**src/rtl/instr_fetch_queue_pkg.sv**
```systemverilog
// instr_fetch_queue_pkg: shared instruction-word layout, fetch FSM encoding and queue entry sizing
package instr_fetch_queue_pkg;
  localparam int opcode_lsb = 0;
  localparam int default_opcode_width = 5;
  localparam int default_nop_opcode = 0;
  typedef enum logic [1:0] {IDLE, FETCH, DRAIN} fetch_state_e;
  // Queue entry is {instr, block, last}, MSB to LSB
  function automatic int entry_width(input int iw, input int bw);
    return iw + bw + 1;
  endfunction
endpackage

```
**src/rtl/instr_fetch_queue_if.sv**
```systemverilog
// instr_fetch_queue_if: control, instruction-memory and decoder-side signals of the fetch queue
interface instr_fetch_queue_if #(
  parameter int instr_width = 32,
  parameter int n_blocks = 256
);
  localparam int bw = $clog2(n_blocks);
  logic enable;
  logic sample_tick;
  logic [bw-1:0] n_blocks_running;
  logic [bw-1:0] last_block;
  logic instr_read_en;
  logic [bw-1:0] instr_read_addr;
  logic [instr_width-1:0] instr_read_val;
  logic out_valid;
  logic out_ready;
  logic [instr_width-1:0] instr_out;
  logic [bw-1:0] block_out;
  logic last_out;
  logic frame_done;
  logic overrun;
  modport master (
    input enable, sample_tick, n_blocks_running, last_block, instr_read_val, out_ready,
    output instr_read_en, instr_read_addr, out_valid, instr_out, block_out, last_out, frame_done, overrun
  );
  modport slave (
    output enable, sample_tick, n_blocks_running, last_block, instr_read_val, out_ready,
    input instr_read_en, instr_read_addr, out_valid, instr_out, block_out, last_out, frame_done, overrun
  );
endinterface

```
**src/rtl/instr_fetch_queue_fetch_fifo.sv**
```systemverilog
// instr_fetch_queue_fetch_fifo: synchronous first-word-fall-through FIFO with occupancy count
module instr_fetch_queue_fetch_fifo #(
  parameter int width = 8,
  parameter int depth = 4
) (
  input  logic clk,
  input  logic reset_n,
  input  logic push_i,
  input  logic [width-1:0] din_i,
  input  logic pop_i,
  output logic [width-1:0] dout_o,
  output logic [$clog2(depth):0] count_o
);
  localparam int aw = $clog2(depth);
  localparam int cw = aw + 1;
  logic [width-1:0] mem_q [depth];
  logic [aw-1:0] wr_q, rd_q;
  logic [cw-1:0] count_q;
  logic do_pop, do_push;
  assign do_pop = pop_i && count_q != '0;
  assign do_push = push_i && (count_q != cw'(depth) || do_pop);
  assign dout_o = mem_q[rd_q];
  assign count_o = count_q;
  always_ff @(posedge clk) begin
    if (!reset_n) begin
      wr_q <= '0;
      rd_q <= '0;
      count_q <= '0;
    end else begin
      if (do_push) begin
        mem_q[wr_q] <= din_i;
        wr_q <= wr_q + aw'(1);
      end
      if (do_pop) rd_q <= rd_q + aw'(1);
      count_q <= count_q + cw'(do_push) - cw'(do_pop);
    end
  end
endmodule

```
**src/rtl/instr_fetch_queue.sv**
```systemverilog
// instr_fetch_queue: frame-based instruction fetcher that drops NOPs and queues words for the decoder
module instr_fetch_queue
  import instr_fetch_queue_pkg::*;
#(
  parameter int instr_width = 32,
  parameter int n_blocks = 256,
  parameter int fifo_depth = 4,
  parameter int mem_latency = 1,
  parameter int opcode_width = default_opcode_width,
  parameter int nop_opcode = default_nop_opcode
) (
  input logic clk,
  input logic reset_n,
  instr_fetch_queue_if.master bus
);
  localparam int bw = $clog2(n_blocks);
  localparam int cw = $clog2(fifo_depth) + 1;
  localparam int ew = entry_width(instr_width, bw);
  fetch_state_e state_q, state_d;
  logic [bw-1:0] last_q, last_d, addr_q, addr_d, rd_addr_q, rd_addr_d;
  logic [bw-1:0] cur, lim, ret_a, h_block;
  logic rd_en_q, frame_done_q, overrun_q;
  logic issue, start, drain_done, ret_v, push, pop, valid, h_last;
  logic [mem_latency-1:0] fv_q;
  logic [bw-1:0] fa_q [mem_latency];
  logic [cw-1:0] count;
  logic [ew-1:0] din, dout;
  logic [instr_width-1:0] h_instr;
  int in_flight;
  always_comb begin
    in_flight = int'(rd_en_q);
    for (int i = 0; i < mem_latency; i++) in_flight += int'(fv_q[i]);
  end
  assign ret_v = fv_q[mem_latency-1];
  assign ret_a = fa_q[mem_latency-1];
  assign push = ret_v && bus.instr_read_val[opcode_lsb +: opcode_width] != opcode_width'(nop_opcode);
  assign din = {bus.instr_read_val, ret_a, ret_a == last_q};
  assign valid = count != '0;
  assign pop = valid && bus.out_ready && bus.enable;
  assign drain_done = state_q == DRAIN && count == '0 && in_flight == 0;
  // A tick on the cycle the previous frame drains counts as a fresh start, not an overrun
  assign start = bus.sample_tick && bus.n_blocks_running != '0 && (state_q == IDLE || drain_done);
  assign cur = start ? '0 : addr_q;
  assign lim = start ? bus.last_block : last_q;
  // Credits cover both queued entries and reads still in the memory pipe, so a return never finds the queue full
  assign issue = (start || state_q == FETCH) && bus.enable && int'(count) + in_flight < fifo_depth;
  always_comb begin
    state_d = issue && cur == lim ? DRAIN : start ? FETCH : drain_done ? IDLE : state_q;
    last_d = lim;
    addr_d = issue ? cur + bw'(1) : cur;
    rd_addr_d = issue ? cur : rd_addr_q;
  end
  always_ff @(posedge clk) begin
    if (!reset_n) begin
      state_q <= IDLE;
      last_q <= '0;
      addr_q <= '0;
      rd_en_q <= 1'b0;
      rd_addr_q <= '0;
      fv_q <= '0;
      frame_done_q <= 1'b0;
      overrun_q <= 1'b0;
    end else begin
      state_q <= state_d;
      last_q <= last_d;
      addr_q <= addr_d;
      rd_en_q <= issue;
      rd_addr_q <= rd_addr_d;
      frame_done_q <= drain_done;
      overrun_q <= bus.sample_tick && (state_q == FETCH || (state_q == DRAIN && !drain_done));
      fv_q[0] <= rd_en_q;
      for (int i = 1; i < mem_latency; i++) fv_q[i] <= fv_q[i-1];
    end
  end
  always_ff @(posedge clk) begin
    fa_q[0] <= rd_addr_q;
    for (int i = 1; i < mem_latency; i++) fa_q[i] <= fa_q[i-1];
  end
  instr_fetch_queue_fetch_fifo #(.width(ew), .depth(fifo_depth)) u_fifo (
    .clk(clk),
    .reset_n(reset_n),
    .push_i(push),
    .din_i(din),
    .pop_i(pop),
    .dout_o(dout),
    .count_o(count)
  );
  assign {h_instr, h_block, h_last} = dout;
  assign bus.out_valid = valid;
  assign bus.instr_out = valid ? h_instr : '0;
  assign bus.block_out = valid ? h_block : '0;
  assign bus.last_out = valid && h_last;
  assign bus.instr_read_en = rd_en_q;
  assign bus.instr_read_addr = rd_addr_q;
  assign bus.frame_done = frame_done_q;
  assign bus.overrun = overrun_q;
endmodule

```
**src/flat_wrapper.sv**
```systemverilog
// flat-port wrapper written by rule: the top's interface ports become plain ports
module instr_fetch_queue_flat import instr_fetch_queue_pkg::*;
#(
  parameter int instr_width = 32,
  parameter int n_blocks = 256,
  parameter int fifo_depth = 4,
  parameter int mem_latency = 1,
  parameter int opcode_width = default_opcode_width,
  parameter int nop_opcode = default_nop_opcode
)
  (clk, reset_n, bus_enable, bus_sample_tick, bus_n_blocks_running, bus_last_block, bus_instr_read_val, bus_out_ready, bus_instr_read_en, bus_instr_read_addr, bus_out_valid, bus_instr_out, bus_block_out, bus_last_out, bus_frame_done, bus_overrun);
  instr_fetch_queue_if #(.instr_width(instr_width), .n_blocks(n_blocks)) bus_i ();
  input logic clk;
  input logic reset_n;
  input wire logic [$bits(bus_i.enable)-1:0] bus_enable;
  input wire logic [$bits(bus_i.sample_tick)-1:0] bus_sample_tick;
  input wire logic [$bits(bus_i.n_blocks_running)-1:0] bus_n_blocks_running;
  input wire logic [$bits(bus_i.last_block)-1:0] bus_last_block;
  input wire logic [$bits(bus_i.instr_read_val)-1:0] bus_instr_read_val;
  input wire logic [$bits(bus_i.out_ready)-1:0] bus_out_ready;
  output wire logic [$bits(bus_i.instr_read_en)-1:0] bus_instr_read_en;
  output wire logic [$bits(bus_i.instr_read_addr)-1:0] bus_instr_read_addr;
  output wire logic [$bits(bus_i.out_valid)-1:0] bus_out_valid;
  output wire logic [$bits(bus_i.instr_out)-1:0] bus_instr_out;
  output wire logic [$bits(bus_i.block_out)-1:0] bus_block_out;
  output wire logic [$bits(bus_i.last_out)-1:0] bus_last_out;
  output wire logic [$bits(bus_i.frame_done)-1:0] bus_frame_done;
  output wire logic [$bits(bus_i.overrun)-1:0] bus_overrun;
  assign bus_i.enable = bus_enable;
  assign bus_i.sample_tick = bus_sample_tick;
  assign bus_i.n_blocks_running = bus_n_blocks_running;
  assign bus_i.last_block = bus_last_block;
  assign bus_i.instr_read_val = bus_instr_read_val;
  assign bus_i.out_ready = bus_out_ready;
  assign bus_instr_read_en = bus_i.instr_read_en;
  assign bus_instr_read_addr = bus_i.instr_read_addr;
  assign bus_out_valid = bus_i.out_valid;
  assign bus_instr_out = bus_i.instr_out;
  assign bus_block_out = bus_i.block_out;
  assign bus_last_out = bus_i.last_out;
  assign bus_frame_done = bus_i.frame_done;
  assign bus_overrun = bus_i.overrun;
  instr_fetch_queue #(.instr_width(instr_width), .n_blocks(n_blocks), .fifo_depth(fifo_depth), .mem_latency(mem_latency), .opcode_width(opcode_width), .nop_opcode(nop_opcode)) u_core (.clk(clk), .reset_n(reset_n), .bus(bus_i));
endmodule
```
**config.mk**
```make
export PLATFORM = sky130hd
export DESIGN_NAME = instr_fetch_queue_flat
export DESIGN_NICKNAME = d
export VERILOG_FILES = /design/src/rtl/instr_fetch_queue_pkg.sv /design/src/rtl/instr_fetch_queue_if.sv /design/src/rtl/instr_fetch_queue_fetch_fifo.sv /design/src/rtl/instr_fetch_queue.sv /design/src/flat_wrapper.sv
export SDC_FILE = /design/constraint.sdc
export NUM_CORES = 1
export LEC_CHECK = 0
export BUFFER_PORTS_ARGS = -buffer_cell sky130_fd_sc_hd__buf_2
export CAP_MARGIN = 30
export CORE_MARGIN = 3
export CORE_UTILIZATION = 40
export DETAILED_ROUTE_END_ITERATION = 8
export GPL_ROUTABILITY_DRIVEN = 0
export PLACE_DENSITY_LB_ADDON = 0.08
export SLEW_MARGIN = 0
export SYNTH_ARGS = -nofsm -noshare
export SYNTH_HDL_FRONTEND = slang
export SYNTH_SLANG_ARGS = --single-unit
```
**constraint.sdc**
```tcl
create_clock -name clk -period 3.59 [get_ports clk]
set_clock_uncertainty 0.05 [all_clocks]
set_input_delay 0.1795 -clock clk [delete_from_list [all_inputs] [get_ports clk]]
set_output_delay 0.1795 -clock clk [all_outputs]
set_load 0.03 [all_outputs]
```
==> results.md, run 1 <==
- Outcome: complete, no violations
- Final count of negative-setup-slack endpoints: 0
- Period utilization: 74.6%
- GRT overflow: 0
- Cell Count, Final, Fillers Out: 948
- Internal power: 4.38 mW
- DRC Markers: 0
- DR vias: 4712
- Top FF cell, synth: edfxtp_1
- Antenna cells: 0
- Comb pwr share: 20.3%
- Top cell type's share of synthesized area: 59.0%
- WL/cell: 18.0 um
- Synth Area in Simple Gates: 9.39%
- Critical Path Slowest Stage Cell: or4_1
- Leak: 3.64 nW
- Maxcap violations: 0
- Largest net degree at the start of global routing: 43
- Ranking of synthesized cells by area: edfxtp_1, dfxtp_1, mux4_2
- Critical Path Fanout Max: 7
- Placed inst area: 9240 um2
- Yosys warns: 0
- Post-synth cell types: 46
- Slew Viols, Final: 0
- EDFF count, synth: 164
- Netlist Area Pre-Place: 8340 um2
- CP peak stage delay: 580 ps
- FFs w/ async S/R, synth: 0%
- CTS Root Buffer Type: clkbuf_16
- Initial antenna violation count: 0
- Area delta synth->final: 23.6%
- Synth Area in XOR/XNOR: 2.20%
- Max IR drop VDD: 0.310 mV
- Detailed placer's ending HPWL: 10.7 mm
- WP data required: 3900 ps
- # IOs: 106
- Register area: 5870 um2
- Fmax: 0.374 GHz
- CP Class: in2reg
- Least-Margin Pin Slew: 875 ps
- Max_slew headroom: 41.7%
- R2r setup slk: 980 ps
- Detail Route Antenna Nets: 0
- Hold bufs inserted after CTS: 41
- Chip Height: 150 um
- Syn Inst Count: 504
- Drt first pass iters: 4
- Multi-input logic area: 2320 um2
- Mapped Avg Cell Area: 16.6 um2
- DIE AREA: 22600 um2
- H-tree depth: 1
- GRT Total Usage: 15.3%
- Cts repair resizes: 0
- Layout fillers: 1723
- Max clock buf depth: 3
- Net Sw Frac: 28.6%
- CTS tree: yes
- Critical path endpoint category: register
- Power, Total: 6.13 mW
- Sequential element share of the synthesized area: 70.3%
- Post-Synth Adder-Cell Area: 1.74%
- RSZ-0062 raised after global routing: no
- Reg power frac: 45.5%
- Clock power share: 34.2%
- Reported net switching power: 1.75 mW
- Worst min-delay path category: in2reg
- Die W: 150 um
- First-pass GRT wire length: 26.9 mm
- Share of layout cells above drive strength 1: 29.4%
- Inst Count DP: 869
- Compound-Gate Fraction of Synth Area: 3.19%
- Setup TNS: 0 ps
- TritonCTS Sinks: 211
- Post-synth top area cell: edfxtp_1
- Nets: 729
- Tmin final: 2680 ps
- Vias per inst: 4.97
- Pwr dens: 595 nW/um2
- Mux cell area share after synthesis: 11.2%
- Register bit count reported by yosys: 211
- Post-CTS setup buffer count: 0
- Clk slew on worst S/H paths: 60 ps
- Port bufs: 105
- Initial cell density of the core: 41.0%
- Final hold vios: 0
- Clock buffer count from CTS: 23
- Row count: 52
- Crit-path cells: dlygate4sd3_1 > buf_2 > or4_1 > o21ai_0 > a31oi_1 > inv_1 > ha_1 > inv_1 > ha_1 > fa_1 > xnor2_1 > xnor2_1 > nor2_1
- Clock latency on the worst-skew pair: 490 ps
- Synth top cells by count: edfxtp_1, dfxtp_1, nor2b_1
- Arrival time at the worst endpoint: 2980 ps
- Post-route cell area: 10300 um2
- Routed WL: 17.0 mm
- Post-synthesis net count: 568
- Critical path startpoint category: input port
- Top-count cell post-synth: edfxtp_1
- Main combinational cell family by area after synthesis: multiplexers
- Vias in the first global route: 5031
- Core area: 20400 um2
- Detailed Route Iter0 Violations: 251
cell usage in the layout, fill, tap and decap left out, drive strengths merged, types with 5 or more instances in the layout:
cell type    synthesis  routed
nand3                5       5
nor2b               47      47
edfxtp             164     164
dlygate4sd3          0      41
buf                 11     116
a22oi                8       8
inv                 18      18
and3                 5       5
mux4                41      41
xnor2               17      17
and2                 5       5
or4                  5       5
clkinv               1       9
dfxtp               47      47
clkbuf              10      29
nor2                26      26
nand2               26      26
a21oi               14      14
ha                  10      10
state kept, by name, indices dropped and copies added, names as in the netlist, named ones only:
name / flops
u_core.u_fifo.mem_q: 164
u_core.addr_q: 8
u_core.bus.instr_read_addr: 8
u_core.fa_q: 8
u_core.last_q: 8
u_core.u_fifo.count_o: 3
u_core.state_q: 2
u_core.u_fifo.rd_q: 2
u_core.u_fifo.wr_q: 2
u_core.bus.frame_done: 1
u_core.bus.instr_read_en: 1
u_core.bus.overrun: 1
u_core.fv_q: 1
worst max-delay path: cells and delay by family:
kind	cells	cell delay, ps
fa+ha+maj	3	690
compound gates	2	330
buf+inv	4	840
xor+xnor	2	310
simple gates	2	630
cells by family after synthesis:
family,count (synthesis)
flip-flops,211
AND/OR/NAND/NOR,141
multiplexers,42
buffers and inverters,40
AO/OA/AOI/OAI,38
XOR/XNOR,21
adder cells (fa/ha/maj),11
per-layer routing:
layer / up-vias / routed length, um / GRT usage, %
met5: - / 0 / 0
met4: 0 / 318 / 4.21
met3: 29 / 696 / 2.29
met2: 102 / 8490 / 26.9
met1: 2341 / 7530 / 19.8
li1: 2240 / - / -
final cells by class:
type / count / share of cell area, %
Inverter: 19 / 0.692
Timing Repair Buffer: 157 / 10.1
Tap cell: 270 / 3.28
Clock inverter: 9 / 0.619
Clock buffer: 29 / 5.80
Multi-Input combinational cell: 253 / 22.5
Sequential cell: 211 / 57.0
power groups by stage:
| stage | Sequential (mW) | Combinational (mW) | Clock, mW |
|---|---|---|---|
| detailed placement | 2.85 | 1.24 | 0 |
| global placement | 2.85 | 1.23 | 0 |
| floorplan | 2.77 | 0.915 | 0 |
| finish | 2.79 | 1.25 | 2.09 |
| CTS | 2.80 | 1.28 | 2.16 |
| global route | 2.81 | 1.35 | 2.26 |
metrics by stage:
step	hold slack (ps)	setup slack (ps)	utilization (%)
2_1_floorplan	228	1120	-
5_1_grt	48.2	751	50.6
4_1_cts	20.1	834	50.6
3_3_place_gp	321	986	45.3
6_report	31.4	914	50.6
3_5_place_dp	323	952	45.3
worst paths after layout:
path              cells past startpoint                             endpoint                                       start
setup / recovery                     13  u_core.u_fifo.count_o[2]$_SDFF_PN0_                       bus_instr_read_val[0]
hold / removal                        2          u_core.addr_q[0]$_SDFF_PN0_                                     reset_n
setup reg to reg                     10  u_core.u_fifo.count_o[2]$_SDFF_PN0_         u_core.u_fifo.count_o[1]$_SDFF_PN0_
hold reg to reg                       0            u_core.fa_q[0][3]$_DFF_P_  u_core.bus.instr_read_addr[3]$_SDFFE_PN0P_
(Power assumes the default switching activity.)
==> run 2, diff against run 1 <==
clock period = 2.7 ns   (was 3.59 ns; I/O delays follow)
==> run 2 against run 1 <==
- global-route usage increased by 0.13 points
- total power increased by 41%
- clock-buffer cell count increased by 5
- final area increased by 1.7%
- largest cell class unchanged
==> results.md, run 2 (synthesized netlist as in run 1, its figures left out) <==
- GRT overflow: 0 (unchanged)
- Slew Viols, Final: 0 (unchanged)
- Detailed Route Iter0 Violations: 219 (was 251)
- CTS Root Buffer Type: clkbuf_16 (unchanged)
- Hold path startpoint: bus_enable (was reset_n)
- Comb pwr share: 20.1% (was 20.3%)
- Fmax: 0.405 GHz
- Row count: 52 (unchanged)
- GRT Total Usage: 15.4% (was 15.3%)
- Drt first pass iters: 4 (unchanged)
- Worst hold slack: 82.0 ps (was 31.4 ps)
- Initial cell density of the core: 41.0% (unchanged)
- Max clock buf depth: 3 (unchanged)
- Max IR drop VDD: 0.432 mV (was 0.310 mV)
- # IOs: 106 (unchanged)
- Layout fillers: 1715 (was 1723)
- Largest net degree at the start of global routing: 43 (unchanged)
- Register area: 5870 um2 (unchanged)
- H-tree depth: 1 (unchanged)
- Critical Path Fanout Max: 5 (was 7)
- TritonCTS Sinks: 211 (unchanged)
- Nets: 733 (was 729)
- Commonest non-fill, non-tap cell in the layout: edfxtp_1 (unchanged)
- DIE AREA: 22600 um2 (unchanged)
- Clock buffer count from CTS: 23 (unchanged)
- Share of layout cells above drive strength 1: 30.3% (was 29.4%)
- Reg power frac: 42.4% (was 45.5%)
- Most frequent cells in the layout: edfxtp_1, buf_2, nor2b_1 (unchanged)
- CTS tree: yes (unchanged)
- R2r setup slk: 330 ps (was 980 ps)
- Hold EP: u_core.state_q[1]$_SDFFE_PN0P_ (was u_core.addr_q[0]$_SDFF_PN0_)
- Worst min-delay path category: in2reg (unchanged)
- Multi-input logic area: 2320 um2 (unchanged)
- Detailed placer's ending HPWL: 10.7 mm (about the same)
- Antenna cells: 0 (unchanged)
- Clock latency on the worst-skew pair: 500 ps (was 490 ps)
- CP Class: in2reg (unchanged)
- Worst r2r path cells: 11 (was 10)
- Critical path endpoint category: register (unchanged)
- Arrival time at the worst endpoint: 2790 ps (was 2980 ps)
- DRC Markers: 0 (unchanged)
- Critical path startpoint category: input port (unchanged)
- Max_slew headroom: 55.5% (was 41.7%)
- Final hold vios: 0 (unchanged)
- Detail Route Antenna Nets: 0 (unchanged)
- Tmin final: 2470 ps
- Outcome: complete, no violations (unchanged)
- Initial antenna violation count: 0 (unchanged)
- Worst r2r dst: u_core.addr_q[4]$_SDFF_PN0_ (was u_core.u_fifo.count_o[2]$_SDFF_PN0_)
- Leak: 3.73 nW (was 3.64 nW)
- Post-route cell area: 10500 um2 (was 10300 um2)
- Core area: 20400 um2 (unchanged)
- Vias in the first global route: 5031 (unchanged)
- Clk slew on worst S/H paths: 60 ps (about the same)
- Reported net switching power: 2.38 mW (was 1.75 mW)
- Least-Margin Pin Slew: 667 ps (was 875 ps)
- Placed inst area: 9250 um2 (was 9240 um2)
- WL/cell: 18.1 um (was 18.0 um)
- RSZ-0062 raised after global routing: no (unchanged)
- Biggest register: u_core.u_fifo.mem_q (unchanged)
- Max FFs per register: 164 (unchanged)
- WP data required: 3020 ps (was 3900 ps)
- Internal power: 6.26 mW (was 4.38 mW)
- Die W: 150 um (unchanged)
- Final count of negative-setup-slack endpoints: 0 (unchanged)
- Worst r2r src: u_core.bus.instr_read_en$_SDFF_PN0_ (was u_core.u_fifo.count_o[1]$_SDFF_PN0_)
- Vias per inst: 5.02 (was 4.97)
- Net Sw Frac: 27.5% (was 28.6%)
- Post-CTS setup buffer count: 0 (unchanged)
- Period utilization: 91.5%
- Clock power share: 37.5% (was 34.2%)
- Power, Total: 8.64 mW (was 6.13 mW)
- Routed WL: 17.3 mm (was 17.0 mm)
- Port bufs: 105 (unchanged)
- First-pass GRT wire length: 27.2 mm (was 26.9 mm)
- DR vias: 4800 (was 4712)
- Chip Height: 150 um (unchanged)
- Area delta synth->final: 25.6% (was 23.6%)
- Setup TNS: 0 ps (unchanged)
- Maxcap violations: 0 (unchanged)
- Worst Hold Depth: 4 (was 2)
- Pwr dens: 824 nW/um2 (was 595 nW/um2)
[run 2: changes by cell type in the layout (fill, tap and decap cells not counted), sizes merged]
cell,delta
buf,+2
bufinv,+3
clkbuf,+5
clkinv,-5
dlygate4sd3,+2
inv,+1
[run 2: layout make-up]
class / count / share of cell area [%]
tap: 270 / 3.22
clock buffer: 34 / 6.27
timing repair buffer: 161 / 10.3
sequential: 211 / 56.0
clock inverter: 8 / 1.36
multi-input combinational: 253 / 22.2
inverter: 19 / 0.681
[run 2: routing by layer]
metal | global-route usage [%] | vias to the layer above | share of wire (%)
li1 | - | 2244 | -
met1 | 20.9 | 2416 | 44
met2 | 26.1 | 118 | 49
met3 | 2.44 | 22 | 4.6
met4 | 4.07 | 0 | 1.6
met5 | 0 | - | 0
[run 2: critical path, stage by stage]
cell and delay [ps]:
dlygate4sd3_1 530, buf_2 150, or4_1 540, o21ai_0 180
a31oi_1 80, inv_1 80, ha_1 130, inv_1 40
ha_1 180, fa_1 380, xnor2_1 180, xnor2_1 130
nor2_1 50
[run 2: power by group through the flow]
stage	clock [mW]	combinational (mW)	sequential, mW
after floorplan	0	1.22	3.68
after global placement	0	1.71	3.73
after detailed placement	0	1.72	3.74
after CTS	3.32	1.78	3.67
after global routing	3.46	1.88	3.68
final	3.24	1.73	3.66
[run 2: through the flow]
| step | cells | setup slack, ps | utilization (%) |
|---|---|---|---|
| finish | 956 | 231 | 51.5 |
| global route | 956 | 50.6 | 51.5 |
| CTS | 956 | 164 | 51.5 |
| detailed placement | 871 | 238 | 45.4 |
| global placement | 871 | 301 | 45.4 |
| floorplan | 504 | 235 | - |
[run 2: worst max path at each step]
stage | start | end | slack (ps)
floorplan | u_core.u_fifo.count_o[1]$_SDFF_PN0_ | u_core.u_fifo.mem_q[0][0]$_DFFE_PP_ | 230
global placement | bus_instr_read_val[0] | u_core.u_fifo.count_o[2]$_SDFF_PN0_ | 300
CTS | register | bus_instr_out[16] | 160
global route | bus_instr_read_val[0] | u_core.u_fifo.count_o[2]$_SDFF_PN0_ | 50
detailed placement | bus_instr_read_val[0] | u_core.u_fifo.count_o[2]$_SDFF_PN0_ | 240
finish | bus_instr_read_val[0] | u_core.u_fifo.count_o[2]$_SDFF_PN0_ | 230
[run 2: what timing repair did]
action                    4_1_cts  5_1_grt
resized for setup               0        0
hold buffers                   43        0
hold endpoints to repair      141        0
